==> src/rtl/led_pwm_ctrl_pkg.sv <==
// Shared encodings and register field positions for the LED PWM controller.
package led_pwm_ctrl_pkg;

    typedef enum logic [1:0] {
        MODE_OFF   = 2'd0,
        MODE_ON    = 2'd1,
        MODE_BLINK = 2'd2,
        MODE_PWM   = 2'd3
    } mode_e;

    typedef enum logic {
        ST_IDLE,
        ST_RESP
    } state_e;

    localparam int CTRL_ADDR      = 0;
    localparam int CTRL_EN_BIT    = 0;
    localparam int CTRL_PRESC_LSB = 16;
    localparam int PRESC_W        = 16;

    localparam int CH_MODE_LSB = 0;
    localparam int CH_DUTY_LSB = 8;
    localparam int CH_HALF_LSB = 16;
    localparam int HALF_W      = 8;

    // HALF=0 behaves like HALF=1, so the blink counter never has to reach -1.
    function automatic logic [HALF_W-1:0] blink_limit(input logic [HALF_W-1:0] half);
        return (half == '0) ? '0 : half - 8'd1;
    endfunction

endpackage

==> src/rtl/led_channel.sv <==
// One LED channel: CHn register, blink counter/state and registered output mux.
module led_channel
    import led_pwm_ctrl_pkg::*;
#(
    parameter int PWM_W = 8
) (
    input  logic              clk,
    input  logic              rst_n,
    input  logic              i_en,
    input  logic              i_wr,
    input  mode_e             i_mode,
    input  logic [PWM_W-1:0]  i_duty,
    input  logic [HALF_W-1:0] i_half,
    input  logic [PWM_W-1:0]  i_pwm_cnt,
    input  logic              i_period,
    output logic              o_led,
    output logic [31:0]       o_rdata
);

    mode_e             r_mode;
    logic [PWM_W-1:0]  r_duty;
    logic [HALF_W-1:0] r_half;
    logic [HALF_W-1:0] r_blink_cnt;
    logic              r_blink;
    logic              r_led;
    logic              w_led_next;

    // A write restarts the blink phase, and takes priority over a coincident strobe.
    always_ff @(posedge clk or negedge rst_n) begin
        if (!rst_n) begin
            r_mode      <= MODE_OFF;
            r_duty      <= '0;
            r_half      <= '0;
            r_blink_cnt <= '0;
            r_blink     <= 1'b0;
        end else if (i_wr) begin
            r_mode      <= i_mode;
            r_duty      <= i_duty;
            r_half      <= i_half;
            r_blink_cnt <= '0;
            r_blink     <= 1'b0;
        end else if (!i_en) begin
            r_blink_cnt <= '0;
            r_blink     <= 1'b0;
        end else if (i_period) begin
            if (r_blink_cnt == blink_limit(r_half)) begin
                r_blink_cnt <= '0;
                r_blink     <= ~r_blink;
            end else begin
                r_blink_cnt <= r_blink_cnt + 8'd1;
            end
        end
    end

    // NOTE: every always_comb output gets a default first so no path can infer a latch.
    always_comb begin
        w_led_next = 1'b0;
        case (r_mode)
            MODE_ON:    w_led_next = 1'b1;
            MODE_BLINK: w_led_next = r_blink;
            MODE_PWM:   w_led_next = (i_pwm_cnt < r_duty);
            default:    w_led_next = 1'b0;
        endcase
    end

    always_ff @(posedge clk or negedge rst_n) begin
        if (!rst_n) begin
            r_led <= 1'b0;
        end else begin
            r_led <= i_en && w_led_next;
        end
    end

    always_comb begin
        o_rdata                         = '0;
        o_rdata[CH_MODE_LSB +: 2]       = r_mode;
        o_rdata[CH_DUTY_LSB +: PWM_W]   = r_duty;
        o_rdata[CH_HALF_LSB +: HALF_W]  = r_half;
    end

    assign o_led = r_led;

endmodule

==> src/rtl/led_pwm_ctrl.sv <==
// Register-programmed LED controller: request/response port, shared prescaled
// PWM timebase and NUM_LEDS independent off/on/blink/PWM channels.
module led_pwm_ctrl
    import led_pwm_ctrl_pkg::*;
#(
    parameter int NUM_LEDS = 4,
    parameter int PWM_W    = 8,
    parameter int ADDR_W   = 4
) (
    input  logic                clk,
    input  logic                rst_n,
    input  logic                req_valid,
    output logic                req_ready,
    input  logic                req_we,
    input  logic [ADDR_W-1:0]   req_addr,
    input  logic [31:0]         req_wdata,
    output logic                resp_valid,
    output logic [31:0]         resp_rdata,
    output logic [NUM_LEDS-1:0] led
);

    state_e               r_state;
    logic                 r_req_ready;
    logic                 r_resp_valid;
    logic [31:0]          r_resp_rdata;
    logic                 r_en;
    logic [PRESC_W-1:0]   r_presc;
    logic [PRESC_W-1:0]   r_presc_cnt;
    logic [PWM_W-1:0]     r_pwm_cnt;

    logic                 w_accept;
    logic                 w_wr;
    logic                 w_tick;
    logic                 w_period;
    logic [31:0]          w_rdata;
    logic [31:0]          w_ch_rdata [NUM_LEDS];
    logic                 w_unused_wdata;

    assign w_accept = req_valid && r_req_ready;
    assign w_wr     = w_accept && req_we;
    assign w_tick   = r_en && (r_presc_cnt == r_presc);
    assign w_period = w_tick && (&r_pwm_cnt);

    // Not every write-data bit maps to a register field.
    assign w_unused_wdata = ^req_wdata;

    // NOTE: sequential state uses non-blocking assignments so every register samples pre-edge values.
    always_ff @(posedge clk or negedge rst_n) begin
        if (!rst_n) begin
            r_state      <= ST_IDLE;
            r_req_ready  <= 1'b1;
            r_resp_valid <= 1'b0;
            r_resp_rdata <= '0;
        end else begin
            case (r_state)
                ST_IDLE: begin
                    if (req_valid) begin
                        r_state      <= ST_RESP;
                        r_req_ready  <= 1'b0;
                        r_resp_valid <= 1'b1;
                        r_resp_rdata <= req_we ? 32'd0 : w_rdata;
                    end
                end
                ST_RESP: begin
                    r_state      <= ST_IDLE;
                    r_req_ready  <= 1'b1;
                    r_resp_valid <= 1'b0;
                    r_resp_rdata <= '0;
                end
                default: begin
                    r_state      <= ST_IDLE;
                    r_req_ready  <= 1'b1;
                    r_resp_valid <= 1'b0;
                    r_resp_rdata <= '0;
                end
            endcase
        end
    end

    always_ff @(posedge clk or negedge rst_n) begin
        if (!rst_n) begin
            r_en    <= 1'b0;
            r_presc <= '0;
        end else if (w_wr && (req_addr == ADDR_W'(CTRL_ADDR))) begin
            r_en    <= req_wdata[CTRL_EN_BIT];
            r_presc <= req_wdata[CTRL_PRESC_LSB +: PRESC_W];
        end
    end

    // A prescaler already past a newly lowered PRESC wraps without ticking.
    always_ff @(posedge clk or negedge rst_n) begin
        if (!rst_n) begin
            r_presc_cnt <= '0;
            r_pwm_cnt   <= '0;
        end else if (!r_en) begin
            r_presc_cnt <= '0;
            r_pwm_cnt   <= '0;
        end else begin
            r_presc_cnt <= (r_presc_cnt >= r_presc) ? '0 : r_presc_cnt + 16'd1;
            if (w_tick) begin
                r_pwm_cnt <= r_pwm_cnt + PWM_W'(1);
            end
        end
    end

    for (genvar g = 0; g < NUM_LEDS; g++) begin : g_ch
        led_channel #(
            .PWM_W (PWM_W)
        ) u_ch (
            .clk       (clk),
            .rst_n     (rst_n),
            .i_en      (r_en),
            .i_wr      (w_wr && (req_addr == ADDR_W'(g + 1))),
            .i_mode    (mode_e'(req_wdata[CH_MODE_LSB +: 2])),
            .i_duty    (req_wdata[CH_DUTY_LSB +: PWM_W]),
            .i_half    (req_wdata[CH_HALF_LSB +: HALF_W]),
            .i_pwm_cnt (r_pwm_cnt),
            .i_period  (w_period),
            .o_led     (led[g]),
            .o_rdata   (w_ch_rdata[g])
        );
    end

    always_comb begin
        w_rdata = '0;
        if (req_addr == ADDR_W'(CTRL_ADDR)) begin
            w_rdata[CTRL_EN_BIT]                 = r_en;
            w_rdata[CTRL_PRESC_LSB +: PRESC_W]   = r_presc;
        end
        for (int i = 0; i < NUM_LEDS; i++) begin
            if (req_addr == ADDR_W'(i + 1)) begin
                w_rdata = w_ch_rdata[i];
            end
        end
    end

    assign req_ready  = r_req_ready;
    assign resp_valid = r_resp_valid;
    assign resp_rdata = r_resp_rdata;

endmodule

==> config.mk <==
export PLATFORM = sky130hd
export DESIGN_NAME = led_pwm_ctrl
export DESIGN_NICKNAME = d
export VERILOG_FILES = /design/src/rtl/led_pwm_ctrl_pkg.sv /design/src/rtl/led_channel.sv /design/src/rtl/led_pwm_ctrl.sv
export SDC_FILE = /design/constraint.sdc
export NUM_CORES = 1
export LEC_CHECK = 0
export BUFFER_PORTS_ARGS = -buffer_cell sky130_fd_sc_hd__clkbuf_2
export CAP_MARGIN = 10
export CORE_MARGIN = 2
export CORE_UTILIZATION = 60
export CTS_CLUSTER_DIAMETER = 30
export CTS_CLUSTER_SIZE = 14
export DETAILED_ROUTE_END_ITERATION = 12
export GPL_ROUTABILITY_DRIVEN = 0
export GPL_TIMING_DRIVEN = 0
export PLACE_DENSITY = 0.79
export SKIP_LAST_GASP = 1
export SYNTH_ARGS = -nofsm -noshare
export SYNTH_HDL_FRONTEND = slang
export SYNTH_SLANG_ARGS = --single-unit
==> constraint.sdc <==
create_clock -name clk -period 3.7 [get_ports clk]
set_clock_uncertainty 0.2 [all_clocks]
set_input_delay 0.37 -clock clk [delete_from_list [all_inputs] [get_ports clk]]
set_output_delay 0.37 -clock clk [all_outputs]
set_load 0.005 [all_outputs]
==> summary.md <==
| Metric | Value |
|---|---|
| Clock tree buffer depth | 2 |
| Largest net degree at the start of global routing | 96 |
| Compound-Gate Fraction of Synth Area | 0.156 |
| Worst-margin pin slew | 900 ps |
| Fin crit period | 3500 ps |
| Worst hold slack | 19.8 ps |
| Total grt overflow | 0 |
| Input/output buffers | 65 |
| Area Overhead vs Synth | 12.8% |
| Post-synth EDFFs | 0 |
| WP data required | 3850 ps |
| Min-delay src | req_valid |
| I/O pin cnt | 78 |
| Flops & latches, synth | 182 |
| Peak VDD IR | 0.399 mV |
| Hold path endpoint | r_state |
| Syn. warnings | 0 |
| DRC viols | 0 |
| Post-DP HPWL | 20.2 mm |
| Ratio of cells with drive above 1 in the final layout | 0.140 |
| Core ar. | 17900 um^2 |
| Most used flip-flop cell after synthesis | dfrtp_1 |
| Critical Path End Type | flop |
| Mux share of post-synthesis cell area | 0.0756 |
| Fmax | 286 MHz |
| FF-to-FF setup slack | 200 ps |
| Data arrival time of the critical path | 3650 ps |
| Worst hold path class | in -> reg |
| Via count | 9337 |
| Die X | 139 um |
| Initial Utilization | 0.608 |
| Initial antenna violation count | 0 |
| Detailed Route WL | 28.1 mm |
| Clk sinks | 182 |
| Largest family of logic cells by synthesized area | simple AND/OR/NAND/NOR gates |
| R2R depth | 9 |
| First-pass GRT wire length | 45.9 mm |
| WL/cell | 18.7 um |
| M2 GR Usage | 0.461 |
| Vias per inst | 6.21 |
| Global routing usage on met3 | 0.0646 |
| TritonCTS clock tree | built |
| First-pass iteration count of the detailed router | 8 |
| Final nets | 1359 |
| Final setup violation count | 0 |
| Met1 usage in global routing | 0.418 |
| Seq/Total Area, Yosys | 0.419 |
| Die height | 139 um |
| Tcrit/Tclk final | 0.945 |
| RSZ-0062 raised after global routing | no |
| Critical R2R Capture | g_ch[3].u_ch.r_blink_cnt[7] |
| H-tree depth | 4 |
| Overall power | 5560 uW |
| Root Driver | clkbuf_16 |
| Final ANT Viol Nets | 0 |
| Crit-path max FO | 10 |
| Iter 0 DRT Violations | 715 |
| Rows | 49 |
| Worst Setup Start Kind | flop |
| Relative slew slack | 0.395 |
| Synth Cell Area | 10900 um^2 |
| Total GRT Usage | 0.297 |
| Post-Synthesis Cells | 1163 |
| GRT busiest layer | met2 |
| Xor-xnor portion of the synthesized cell area | 0.0330 |
| R2R Path Start | r_presc[14] |
| Hold Path Cell Cnt | 3 |
| Leakage power | 0.00556 uW |
| Slew Limit Fails | 0 |
| Hold Fails Final Rpt | 0 |
| Status | finished clean |
| MaxCap Viol Count | 0 |
| Syn Area/Cell | 9.35 um^2 |
| Clk Latency, worst-skew pair | 430 ps |
| Worst-path clk slew | 70 ps |
| Total power divided by cell area | 453 nW/um^2 |
| Synth async-reset ratio | 1.00 |
| Total CTS buffers | 17 |
| Die Area | 19200 um^2 |
| Adder-cell share of the synthesized area | 0.0667 |
| Vias in the first global route | 8776 |
| Simple-gate area share of the yosys netlist | 0.194 |
| Synth unique cells | 77 |
| Kind of critical path | reg -> reg |
worst max-delay path, cell delays in order, from the launching register on:
cell and delay [ps]:
dfrtp_1 420, inv_1 100, ha_1 310, nand3_1 100, or4_1 700, nor2_2 340, and3_1 360, nor2_1 220
or4b_1 530, mux2i_1 130
through the flow:
step	cell area [um^2]	setup WS (ps)	utilization	TNS, ps	instances
2_1_floorplan	10900	765	-	0	1168
4_1_cts	12300	36.4	0.685	0	1504
5_1_grt	12300	24.1	0.685	0	1503
3_3_place_gp	11500	-1320	0.643	-235550	1462
3_5_place_dp	11500	67.5	0.645	0	1463
6_report	12300	203	0.685	0	1504
synthesized netlist by cell type, types with 8 or more instances:
cell | n | share of area
nand3_1 | 42 | 0.019
a22o_1 | 19 | 0.015
mux2_2 | 43 | 0.045
nand4_1 | 17 | 0.0098
ha_1 | 58 | 0.067
xor2_1 | 16 | 0.013
nor3_1 | 29 | 0.013
mux4_2 | 8 | 0.017
or4_1 | 11 | 0.0076
and2_1 | 13 | 0.0075
o22ai_1 | 9 | 0.0052
or3_1 | 10 | 0.0058
o21ai_0 | 111 | 0.051
nand2b_1 | 16 | 0.0092
nor2_1 | 37 | 0.013
mux2i_1 | 12 | 0.011
dfrtp_1 | 181 | 0.42
inv_1 | 80 | 0.028
a22oi_1 | 20 | 0.014
nor4_1 | 15 | 0.0086
buf_4 | 10 | 0.0069
o31ai_1 | 10 | 0.0069
nor2b_1 | 25 | 0.014
nor3b_1 | 10 | 0.0069
a21oi_1 | 19 | 0.0087
a31oi_1 | 19 | 0.011
and3_1 | 24 | 0.014
nand2_1 | 132 | 0.046
a21o_1 | 8 | 0.0055
xnor2_1 | 25 | 0.020
clkbuf_1 | 55 | 0.019
area by class of cell:
cell class / instances / area, um^2
clock inverters: 14 / 196
fillers: 1384 / 5640
plain buffers: 68 / 304
inverters: 80 / 300
well taps: 229 / 287
repair buffers: 75 / 452
clock buffers: 18 / 429
diodes: 1 / 2.50
flip-flops and latches: 182 / 4560
multi-input cells: 837 / 5740
placed cells by master (no fill, tap or decap), drive strengths merged, types with 4 or more instances in the layout:
cell type      n
dfrtp        181
clkbuf       136
nand2        132
o21ai        114
inv           84
ha            58
mux2          44
nand3         43
nor2          37
nor3          30
nor2b         25
xnor2         25
and3          24
a22oi         20
a21oi         19
a31oi         19
a22o          19
nand4         18
xor2          16
nand2b        16
nor4          16
buf           16
and2          13
mux2i         12
or4           12
o31ai         10
nor3b         10
or3           10
o22ai          9
dlygate4sd3    9
mux4           9
a21o           8
conb           6
or2            6
o21a           5
and4b          5
o211ai         4
bufinv         4
worst max path at each step:
stage,startpoint,to,cells past startpoint
finish,r_presc[14],g_ch[3].u_ch.r_blink_cnt[7],9
global route,r_presc[14],g_ch[3].u_ch.r_blink_cnt[7],9
floorplan,g_ch[2].u_ch.r_half[0],g_ch[2].u_ch.r_blink,10
detailed placement,r_presc[14],g_ch[2].u_ch.r_blink_cnt[5],10
CTS,r_presc[14],g_ch[3].u_ch.r_blink_cnt[5],10
global placement,rst_n,r_presc_cnt[10],1
repair_timing:
item / 4_1_cts / 5_1_grt
hold buffers: 9 / 0
buffers inserted: 0 / 0
endpoints found under the hold margin: 101 / 0
endpoints found under the setup margin: 1 / 20
resized for setup: 1 / 3
registers in the layout, summed over array words and instances, names as in the netlist, 4 cells and up:
signal	count
g_ch.u_ch.r_mode	8
g_ch.u_ch.r_half	32
g_ch.u_ch.o_led	4
g_ch.u_ch.r_blink_cnt	32
r_presc	16
g_ch.u_ch.r_blink	4
resp_rdata	26
g_ch.u_ch.r_duty	32
r_pwm_cnt	8
r_presc_cnt	16
metal layers:
| layer | vias up | part of all wire |
|---|---|---|
| li1 | 4372 | - |
| met1 | 4526 | 0.44 |
| met2 | 381 | 0.45 |
| met3 | 58 | 0.075 |
| met4 | 0 | 0.030 |
| met5 | - | 0 |
report_power, final:
part           switching, uW  leakage, uW  internal (uW)
combinational            713      0.00292            513
clock                    812     0.000298           1140
sequential               197      0.00234           2190
cell families after synthesis:
family	Yosys count
mux	65
flops	182
buf+inv	149
simple gates	403
compound gates	264
xor+xnor	41
other cells	1
fa+ha+maj	58
No activity file was read; power rests on OpenSTA's default activity.
